--- src/rtl/ts_conv_sched.sv ---
// Temperature-sensor conversion sequencer: settle, start, sample, average, trim.
// Optional macro TS_TIMEOUT_EN adds a per-sample DETOK watchdog in CONV.
module ts_conv_sched #(
   parameter int TDH         = 1,
   parameter int CLK_DIV     = 25,
   parameter int SETTLE_CYC  = 64,
   parameter int NSAMP_LOG2  = 4,
   parameter int TIMEOUT_CYC = 4095
) (
   input  logic       clk,
   input  logic       RSTn,
   input  logic       FLOCK,
   input  logic       reg_ts_en_sel,
   input  logic [7:0] reg_ts_period,
   input  logic       ts_req,
   input  logic [3:0] reg_offset,
   input  logic       A2D_TS_DETOK,
   input  logic [7:0] A2D_TS_DOUT,
   output logic       D2A_TS_EN,
   output logic       D2A_TS_START_EN,
   output logic       D2A_TS_CLK,
   output logic       D2A_TS_CHOPPER_CLK,
   output logic       ts_busy,
   output logic [7:0] ts_data,
   output logic       ts_valid,
   output logic       ts_timeout
);

   localparam logic [2:0] S_IDLE   = 3'd0;
   localparam logic [2:0] S_SETTLE = 3'd1;
   localparam logic [2:0] S_START  = 3'd2;
   localparam logic [2:0] S_CONV   = 3'd3;
   localparam logic [2:0] S_ACC    = 3'd4;

   localparam int AW = 8 + NSAMP_LOG2;
   localparam logic [15:0] SET_END = 16'(SETTLE_CYC - 1);
   localparam logic [15:0] STA_END = 16'(2 * CLK_DIV - 1);
   localparam logic [15:0] DIV_END = 16'(CLK_DIV - 1);
   localparam logic [NSAMP_LOG2-1:0] LAST = '1;

   if (TDH < 0 || CLK_DIV < 1 || SETTLE_CYC < 1 ||
       NSAMP_LOG2 < 1 || TIMEOUT_CYC < 1) begin : g_bad_cfg
      $error("ts_conv_sched: invalid parameter set");
   end

   logic [2:0]            state;
   logic [2:0]            state_nx;
   logic [15:0]           cyc;
   logic [15:0]           div;
   logic [7:0]            per_act;
   logic [17:0]           per_cnt;
   logic [2:0]            det_s;
   logic [NSAMP_LOG2-1:0] samp;
   logic [AW-1:0]         acc;
   logic [7:0]            avg;
   logic [9:0]            sum;
   logic [7:0]            sat;
   logic en_ok, per_wrap, trig, accept, abort;
   logic det_edge, capture, last, tmo_hit;

   assign en_ok    = reg_ts_en_sel ? FLOCK : 1'b1;
   assign per_wrap = (per_act != 8'd0) &&
                     (per_cnt == {per_act - 8'd1, 10'h3FF});
   assign trig     = ts_req | per_wrap;
   assign accept   = (state == S_IDLE) & trig & en_ok;
   assign abort    = (state != S_IDLE) & ~en_ok;
   assign det_edge = det_s[1] & ~det_s[2];
   assign capture  = (state == S_CONV) & det_edge;
   assign last     = capture & (samp == LAST);

   // Sign-extended trim; negative sums land above 511 in 10 bits.
   assign avg = acc[AW-1:NSAMP_LOG2];
   assign sum = {2'b00, avg} + {{6{reg_offset[3]}}, reg_offset};
   assign sat = sum[9] ? 8'h00 : (sum[8] ? 8'hFF : sum[7:0]);

`ifdef TS_TIMEOUT_EN
   localparam logic [15:0] TMO_END = 16'(TIMEOUT_CYC - 1);
   logic [15:0] tcnt;

   assign tmo_hit = (state == S_CONV) & ~det_edge & (tcnt == TMO_END);

   always_ff @(posedge clk or negedge RSTn) begin
      if (!RSTn) begin
         tcnt       <= '0;
         ts_timeout <= 1'b0;
      end else begin
         if (state != S_CONV || det_edge) tcnt <= '0;
         else tcnt <= tcnt + 16'd1;
         if (accept) ts_timeout <= 1'b0;
         else if (tmo_hit & ~abort) ts_timeout <= 1'b1;
      end
   end
`else
   assign tmo_hit    = 1'b0;
   assign ts_timeout = 1'b0;
`endif

   always_comb begin
      state_nx = state;
      unique case (state)
         S_IDLE:   if (accept) state_nx = S_SETTLE;
         S_SETTLE: if (cyc == SET_END) state_nx = S_START;
         S_START:  if (cyc == STA_END) state_nx = S_CONV;
         S_CONV: begin
            if (last) state_nx = S_ACC;
            else if (tmo_hit) state_nx = S_IDLE;
         end
         S_ACC:    state_nx = S_IDLE;
         default:  state_nx = S_IDLE;
      endcase
      if (abort) state_nx = S_IDLE;
   end

   // Period counter: a new period value is latched only at wrap.
   always_ff @(posedge clk or negedge RSTn) begin
      if (!RSTn) begin
         per_act <= 8'd0;
         per_cnt <= '0;
      end else if (reg_ts_period == 8'd0) begin
         per_act <= 8'd0;
         per_cnt <= '0;
      end else if (per_act == 8'd0 || per_wrap) begin
         per_act <= reg_ts_period;
         per_cnt <= '0;
      end else begin
         per_cnt <= per_cnt + 18'd1;
      end
   end

   always_ff @(posedge clk or negedge RSTn) begin
      if (!RSTn) begin
         state <= S_IDLE;
         cyc   <= '0;
         det_s <= '0;
      end else begin
         state <= state_nx;
         det_s <= {det_s[1:0], A2D_TS_DETOK};
         if (state_nx == state &&
             (state == S_SETTLE || state == S_START))
            cyc <= cyc + 16'd1;
         else
            cyc <= '0;
      end
   end

   always_ff @(posedge clk or negedge RSTn) begin
      if (!RSTn) begin
         div        <= '0;
         D2A_TS_CLK <= 1'b0;
      end else if (state_nx != S_CONV || state != S_CONV) begin
         div        <= '0;
         D2A_TS_CLK <= 1'b0;
      end else if (div == DIV_END) begin
         div        <= '0;
         D2A_TS_CLK <= ~D2A_TS_CLK;
      end else begin
         div <= div + 16'd1;
      end
   end

   always_ff @(posedge clk or negedge RSTn) begin
      if (!RSTn) begin
         acc                <= '0;
         samp               <= '0;
         D2A_TS_CHOPPER_CLK <= 1'b0;
      end else begin
         if (accept) begin
            acc  <= '0;
            samp <= '0;
         end else if (capture) begin
            acc  <= acc + AW'(A2D_TS_DOUT);
            samp <= samp + 1'b1;
         end
         if (state_nx == S_IDLE) D2A_TS_CHOPPER_CLK <= 1'b0;
         else if (capture) D2A_TS_CHOPPER_CLK <= ~D2A_TS_CHOPPER_CLK;
      end
   end

   always_ff @(posedge clk or negedge RSTn) begin
      if (!RSTn) begin
         D2A_TS_EN       <= 1'b0;
         D2A_TS_START_EN <= 1'b0;
         ts_busy         <= 1'b0;
         ts_data         <= 8'h00;
         ts_valid        <= 1'b0;
      end else begin
         D2A_TS_EN       <= state_nx != S_IDLE;
         D2A_TS_START_EN <= state_nx == S_START;
         ts_busy         <= state_nx != S_IDLE;
         ts_valid        <= (state == S_ACC) & ~abort;
         if ((state == S_ACC) & ~abort) ts_data <= sat;
      end
   end

endmodule
--- config.mk ---
export PLATFORM = sky130hd
export DESIGN_NAME = ts_conv_sched
export DESIGN_NICKNAME = d
export VERILOG_FILES = /design/src/rtl/ts_conv_sched.sv
export SDC_FILE = /design/constraint.sdc
export NUM_CORES = 1
export LEC_CHECK = 0
export ABC_AREA = 1
export BUFFER_PORTS_ARGS = -buffer_cell sky130_fd_sc_hd__buf_2
export CORE_UTILIZATION = 49
export CTS_CLUSTER_SIZE = 16
export DETAILED_ROUTE_END_ITERATION = 10
export PLACE_DENSITY = 0.67
export SYNTH_ARGS = -nofsm -noshare
export SYNTH_HDL_FRONTEND = slang
export SYNTH_SLANG_ARGS = --single-unit
--- constraint.sdc ---
create_clock -name clk -period 6.52 [get_ports clk]
set_input_delay 0.652 -clock clk [delete_from_list [all_inputs] [get_ports clk]]
set_output_delay 0.652 -clock clk [all_outputs]
set_load 0.05 [all_outputs]
# == Word level (Yosys, flattened, before mapping) ==
# Index checks and enable logic that the tools add are counted.
# word_totals
wordCells,87
in_bits,26
reg_bits,93
out_inout_bits,15
# classes
n_reduce_logical,16
addsub,7
muxes,24
n_eq_ne,13
bitwise_logic,13
# op_table
cell,count
16-bit two-way mux,3
18-bit two-way mux,2
16-bit by 1-bit adder with 16-bit output (second input constant),2
16-bit by 6-bit == test with 1-bit output (second input constant),2
8-bit two-way mux,4
12-bit two-way mux,2
18-bit by 1-bit adder with 18-bit output (second input constant),1
18-bit == test,1
16-bit by 5-bit == test with 1-bit output (second input constant),1
8-bit logical NOT,2
3-bit two-way mux,5
12-bit by 8-bit adder with 12-bit output,1
3-bit one-hot mux with 4 select lines,1
9-bit by 4-bit adder with 10-bit output,1
3-bit by 2-bit == test with 1-bit output (second input constant),3
4-bit two-way mux,2
2-bit nonzero test,4
8-bit nonzero test,1
8-bit by 1-bit subtractor with 8-bit output (second input constant),1
1-bit AND,7
3-bit logical NOT,2
3-bit by 2-bit inequality test with 1-bit output (second input constant),2
3-bit nonzero test,2
1-bit two-way mux,5
other kinds (9),16

# == Longest topological paths before layout ==
# Gate-level depths: netlist of run 1.
# logic_depth
word_depth,12
depth_mapped,18
mapped_depth_nobuf,17

# == Worst setup path after synthesis of run 1 ==
# OpenSTA, ideal clock, no wires.
# synth_path
kind,in2reg
from,input reg_offset[0]
to,register ts_data[2]
required_time_ns,6.389
setup_slack_ns,4.097
cell_stages,12
setup_time_ns,0.131
n_path_buf,0
arrival_time_ns,2.293
path_cell_list,ha_1 > inv_1 > fa_1 > nor2_1 > nor2_1 > o21bai_1 > nand4_1 > nand2_1 > xnor2_1 > o21ai_0 > nand3_1 > o21ai_0
# synth_between
elab_chain_len,3
# synth_rtl
element,line,source
start: declaration,16,"input logic [3:0] reg_offset,"
9-bit by 4-bit adder with 10-bit output *,73,"assign sum = {2'b00, avg} + {{6{reg_offset[3]}}, reg_offset};"
8-bit two-way mux,74,assign sat = sum[9] ? 8'h00 : (sum[8] ? 8'hFF : sum[7:0]);
8-bit two-way mux *,74,
end signal: assignment,191,if ((state == S_ACC) & ~abort) ts_data <= sat;
end: declaration,24,"output logic [7:0] ts_data,"
# Every way passes the cells marked *; elsewhere a longest branch is shown, timed or not.
# A chain may end at the register's enable or synchronous reset.

# == Final worst setup path of run 1 ==
# layout_path
from,register per_act[0]
to,register per_act[7]
# layout_between
elab_chain_len,5
elab_cells_between_ends,7
cone_classes,add/sub: 1; eq/ne: 1; reduce/logical: 5
# layout_rtl
element,line,source
start: declaration,50,logic [7:0] per_act;
start signal: assignment,123,per_act <= reg_ts_period;
8-bit by 1-bit subtractor with 8-bit output,63,"(per_cnt == {per_act - 8'd1, 10'h3FF});"
18-bit == test,63,
1-bit logical AND,62,assign per_wrap = (per_act != 8'd0) &&
1-bit logical OR *,122,end else if (per_act == 8'd0 || per_wrap) begin
2-bit nonzero test (no line) *,n/a,
# Marked as above.

==> reports/results.tsv, run 1 <==
metric	value	unit
status	finished clean	
ys async rst share	100	%
fillcell total	1001	
Routed Antenna Nets	0	
Initial Utilization	51.4	%
critical path peak fanout	22	
# hold bufs at CTS	0	
CP most frequent cell	nand2_1	
Switch Pwr	0.594	mW
sequential power share	44.2	%
placed standard-cell area	5710	µm²
Worst EP arrival	2.96	ns
Final period util	41.4	%
Peak supply drop	0.000186	V
WL per Instance	12.4	µm
Fin. Hold Viols	0	
post-synthesis cell type count	44	
final instance area	5930	µm²
die height	107	µm
vias in the first global route	4137	
total CTS buffers	9	
area of the multi-input gates	2650	µm²
Peak Freq	370	MHz
Core ar.	10500	µm²
GRT Util Overall	20.1	%
CTS tree	built	
minimum clock period	2.70	ns
clock transition at the registers of the reported paths	0.09	ns
Clock Skew	0.00793	ns
Final #Nets	749	
commonest non-fill, non-tap cell in the layout	nand2_1	
IO buf count	39	
RSZ-0062 raised after global routing	false	
number of synthesized flops with an enable pin	0	
power consumption	1.62	mW
Clock Tree Buf Depth	2	
clk sink count	93	
yosys warns	0	
post-synthesis register bit count	93	
Post-Syn Area	5380	µm²
CP endpoint kind	register	
DR iter-0 viols	175	
# DRC	0	
ys flop type	dfrtp_1	
logic gate share of total power	29.0	%
Placer Congestion	0.849	
Pwr Density	273	nW/µm²
Resized cells post-CTS	0	
Avg Cell Area, Syn	8.22	µm²
Final Slew Violations	0	
CP Data Required Time	6.78	ns
drt first pass iters	4	
Vias/cell	5.00	
hpwl dp	7620	µm
initial antenna violation count	0	
Worst-Skew Late Latency	0.37	ns
Layout area overhead	10.3	%
Leak	2.88	nW
Worst-Margin Slew	0.994	ns
syn_nets	707	
Net Sw Frac	36.7	%
Slew HR	33.4	%
total number of vias	4185	
first-pass GRT wire length	18200	µm
Max-Cap Viols	0	
crit path max-delay cell type	o211ai_1	
area of the die	11400	µm²
ratio of cells with drive above 1 in the final layout	13.4	%
crit path launch type	register	
largest net degree at the start of global routing	58	
IO Pins	41	
Diodes inserted	0	
Placed Instances	821	
post-synthesis sequential area ratio	43.3	%
Rows	37	
Post-Synthesis Cells	654	
fin cells	837	
Root Driver	clkbuf_8	
Buf+Inv Stages, Crit Path	2	
Register Area	2330	µm²
gr ovfl total	0	
Fin Setup TNS	0	ns
routed wire length	10400	µm
Int Pwr	1.02	mW
H-tree depth	3	
Die Span X	107	µm
CP peak stage delay	0.45	ns
CP Class	reg -> reg	
most frequent cells in the layout	113 x nand2_1, 93 x dfrtp_1, 89 x inv_1, 75 x nor2_1, 51 x nand3_1	
setup bufs post-CTS	0	
HP Class	in -> async	
critical path cell sequence	inv_1 > ha_1 > nand2_1 > nor2_1 > nand2_1 > nand2_1 > nand2_1 > nor2_1 > nand3_1 > o211ai_1 > buf_4 > mux2_2	
clock power share	26.8	%
final setup violation count	0	
family with the most delay on the worst path	simple AND/OR/NAND/NOR gates	
[cells in the mapped netlist, drive strengths merged, types with 2 or more instances]
| cell | n | share of area (%) |
|---|---|---|
| nor2 | 89 | 6.9 |
| dfrtp | 93 | 43 |
| nor3b | 7 | 1.1 |
| o21bai | 2 | 0.28 |
| fa | 2 | 0.74 |
| nand4 | 12 | 1.4 |
| ha | 25 | 5.8 |
| o211ai | 3 | 0.51 |
| nand2 | 119 | 8.6 |
| and3 | 2 | 0.23 |
| xnor2 | 16 | 2.6 |
| nor3 | 14 | 1.9 |
| or4 | 2 | 0.28 |
| a21oi | 25 | 2.3 |
| nor4 | 5 | 0.81 |
| o21ai | 37 | 3.4 |
| clkbuf | 7 | 0.51 |
| nand3b | 2 | 0.28 |
| xor2 | 35 | 5.7 |
| buf | 4 | 0.58 |
| nand3 | 53 | 5.3 |
| inv | 92 | 6.4 |
[power by group through the flow]
stage | registers (mW) | clock network, mW | logic, mW
global placement | 0.724 | 0 | 0.460
finish | 0.715 | 0.434 | 0.469
CTS | 0.716 | 0.450 | 0.475
detailed placement | 0.727 | 0 | 0.471
floorplan | 0.739 | 0 | 0.356
global route | 0.726 | 0.465 | 0.539
[final cells by class]
class | count | share of cell area, %
Clock buffer | 9 | 2.09
Multi-Input combinational cell | 458 | 44.6
Clock inverter | 7 | 1.65
Timing Repair Buffer | 42 | 3.71
Tap cell | 136 | 2.87
Inverter | 92 | 5.82
Sequential cell | 93 | 39.2
[stage by stage]
step,worst slack [ns],utilization (%),hold WS (ns)
2_1_floorplan,4.10,-,0.331
3_3_place_gp,3.61,54.6,0.345
3_5_place_dp,3.53,54.6,0.346
4_1_cts,3.81,56.7,0.240
5_1_grt,3.60,56.7,0.271
6_report,3.82,56.7,0.233
[registers in the layout, indices dropped and copies added (netlist names)]
signal              cells
per_cnt                18
cyc                    16
div                    16
acc                    12
per_act                 8
ts_data                 8
samp                    4
det_s                   3
state                   3
D2A_TS_CHOPPER_CLK      1
D2A_TS_CLK              1
D2A_TS_START_EN         1
ts_busy                 1
ts_valid                1
[final timing paths]
check	start	end	slack, ns	cells past startpoint
setup / recovery	per_act[0]	per_act[7]	3.82	12
hold / removal	RSTn	per_act[1]	0.23	1
setup reg to reg	per_act[0]	per_act[7]	3.82	12
hold reg to reg	det_s[0]	det_s[1]	0.37	0
max in group asynchronous	RSTn	per_cnt[11]	5.18	2
min in group clk	det_s[0]	det_s[1]	0.37	0
[routing by layer]
metal	wire (µm)	GRT usage, %
met4	194	9.49
met1	5200	26.7
met5	0	0
met3	235	2.74
met2	4750	32.4
[logic make-up after synthesis]
group | Yosys count | share of synthesized area (%)
xor gates and xnor gates | 51 | 8.31
other | 1 | 0.0697
buffers and inverters | 103 | 7.51
adders and majority gates | 27 | 6.56
muxes | 1 | 0.209
and+or+nand+nor | 307 | 26.9
DFF | 93 | 43.3
AOI/OAI and AO/OA | 71 | 7.17
(Power assumes the default switching activity.)
==> inputs of run 2 (changes only) <==
==> constraint.sdc (replaced) <==
create_clock -name clk -period 2.7 [get_ports clk]
set_input_delay 0.27 -clock clk [delete_from_list [all_inputs] [get_ports clk]]
set_output_delay 0.27 -clock clk [all_outputs]
set_load 0.05 [all_outputs]
==> reports/results.tsv, run 2 (synthesis gave the netlist of run 1 again) <==
metric	value	unit	change
status	finished clean		
IO buf count	39		unchanged
HP Class	in -> reg		
critical path peak fanout	8		-64%
met2 GRT Util	32.2	%	-0.14 points
Clock Tree Buf Depth	2		unchanged
drt first pass iters	5		+1
commonest non-fill, non-tap cell in the layout	nand2_1		
GRT Util Overall	20.2	%	+0.13 points
CP Class	reg -> reg		
routed wire length	10400	µm	+0.58%
WL per Instance	12.4	µm	about the same
most frequent cells in the layout	113 x nand2_1, 93 x dfrtp_1, 89 x inv_1, 75 x nor2_1, 51 x nand3_1		
minimum clock period	2.41	ns	-0.288 ns
Final #Nets	754		+0.67%
r2r setup slk	0.29	ns	-3.53 ns
Leak	2.90	nW	+0.76%
met3 usage	3.10	%	+0.36 points
Routed Antenna Nets	0		unchanged
Vias/cell	5.01		+0.26%
grt met1 use	27.5	%	+0.78 points
total number of vias	4221		+0.86%
ratio of cells with drive above 1 in the final layout	13.6	%	+0.19 points
Worst-Skew Late Latency	0.37	ns	about the same
max FFs per register	18		unchanged
setup bufs post-CTS	0		unchanged
worst r2r src	acc[4]		
Slew HR	58.8	%	+25 points
Hold Crit Depth	3		
Final Slew Violations	0		unchanged
IO Pins	41		unchanged
total CTS buffers	9		unchanged
clk sink count	93		unchanged
first-pass GRT wire length	18400	µm	+1.3%
Core ar.	10500	µm²	unchanged
Peak Freq	415	MHz	+12%
Max-Cap Viols	0		unchanged
crit path launch type	register		
fin util	57.0	%	+0.33 points
Pwr Density	642	nW/µm²	+140%
Regs by FF count	per_cnt (18), cyc (16), div (16)		
final setup violation count	0		unchanged
hpwl dp	7780	µm	+2.0%
Initial Utilization	51.4	%	unchanged
initial antenna violation count	0		unchanged
# DRC	0		unchanged
H-tree depth	3		unchanged
CP endpoint kind	register		
Most flops, register	per_cnt		
RSZ-0062 raised after global routing	false		
die height	107	µm	unchanged
Root Driver	clkbuf_8		
Final period util	89.3	%	+48 points
Worst EP arrival	2.67	ns	-0.29 ns
CTS tree	built		
worst r2r path cells	12		unchanged
critical hold path startpoint	reg_ts_period[3]		
Placer Congestion	0.897		+5.7%
clock transition at the registers of the reported paths	0.09	ns	about the same
Resized cells post-CTS	0		unchanged
reg2reg end	ts_data[2]		
Clock Skew	0.00502	ns	-0.00291 ns
gr ovfl total	0		unchanged
Fin Setup TNS	0	ns	unchanged
area of the die	11400	µm²	unchanged
Diodes inserted	0		unchanged
Peak supply drop	0.000335	V	+80%
Fin. Hold Viols	0		unchanged
Rows	37		unchanged
CP Data Required Time	2.96	ns	-3.82 ns
Die Span X	107	µm	unchanged
Worst-Margin Slew	0.614	ns	-0.381 ns
DR iter-0 viols	145		-17%
global routing's busiest layer	met2		
largest net degree at the start of global routing	54		-6.9%
Layout area overhead	10.9	%	
vias in the first global route	4135		-0.048%
Worst Hold End	per_act[3]		
-- run 2: layer usage --
metal / vias to the layer above / part of all wire (%)
li1: 2192 / -
met1: 1973 / 51
met2: 44 / 45
met3: 12 / 2.3
met4: 0 / 1.6
met5: - / 0
-- run 2: power breakdown --
group	internal, mW	leakage [nW]	switching, mW
Clock	0.456	0.0995	0.511
Combinational	0.391	1.56	0.741
Sequential	1.56	1.24	0.167
-- run 2: timing repair --
action                                 in CTS  in global routing
setup endpoints to repair                   0                  0
hold buffers                                2                  0
endpoints found under the hold margin      41                  0
-- run 2: stage by stage --
stage / cells / setup slack (ns) / power, mW / instance area (µm²) / hold WS [ns]
floorplan: 654 / 0.569 / 2.64 / 5380 / -0.0256
global placement: 824 / 0.333 / 2.86 / 5740 / 0.286
detailed placement: 824 / 0.285 / 2.89 / 5740 / 0.292
CTS: 842 / 0.266 / 3.87 / 5970 / 0.108
global route: 842 / 0.0471 / 4.10 / 5970 / 0.134
finish: 842 / 0.288 / 3.83 / 5970 / 0.128
-- run 2: critical path, cell delays in order (launching register included) --
cell	delay (ns)
dfrtp_1	0.38
ha_1	0.17
inv_1	0.06
fa_1	0.38
nor2_1	0.15
nor2_1	0.05
o21bai_1	0.24
nand4_1	0.12
nand2_1	0.10
xnor2_1	0.28
o21ai_0	0.17
nand3_1	0.09
o21ai_0	0.09
-- run 2: layout make-up --
cell class                      count  area (µm²)
Fill cell                         983        4500
Multi-Input combinational cell    458        2650
Sequential cell                    93        2330
Inverter                           92         345
Timing Repair Buffer               47         275
Tap cell                          136         170
Clock buffer                       11         141
Clock inverter                      5        60.1
-- run 2: worst max-delay path by stage --
stage	startpoint	to	slack (ns)
6_report	acc[4]	ts_data[2]	0.29
5_1_grt	acc[4]	ts_data[2]	0.05
4_1_cts	acc[4]	ts_data[2]	0.27
3_5_place_dp	acc[4]	ts_data[2]	0.28
3_3_place_gp	acc[4]	ts_data[2]	0.33
2_1_floorplan	acc[4]	ts_data[2]	0.57
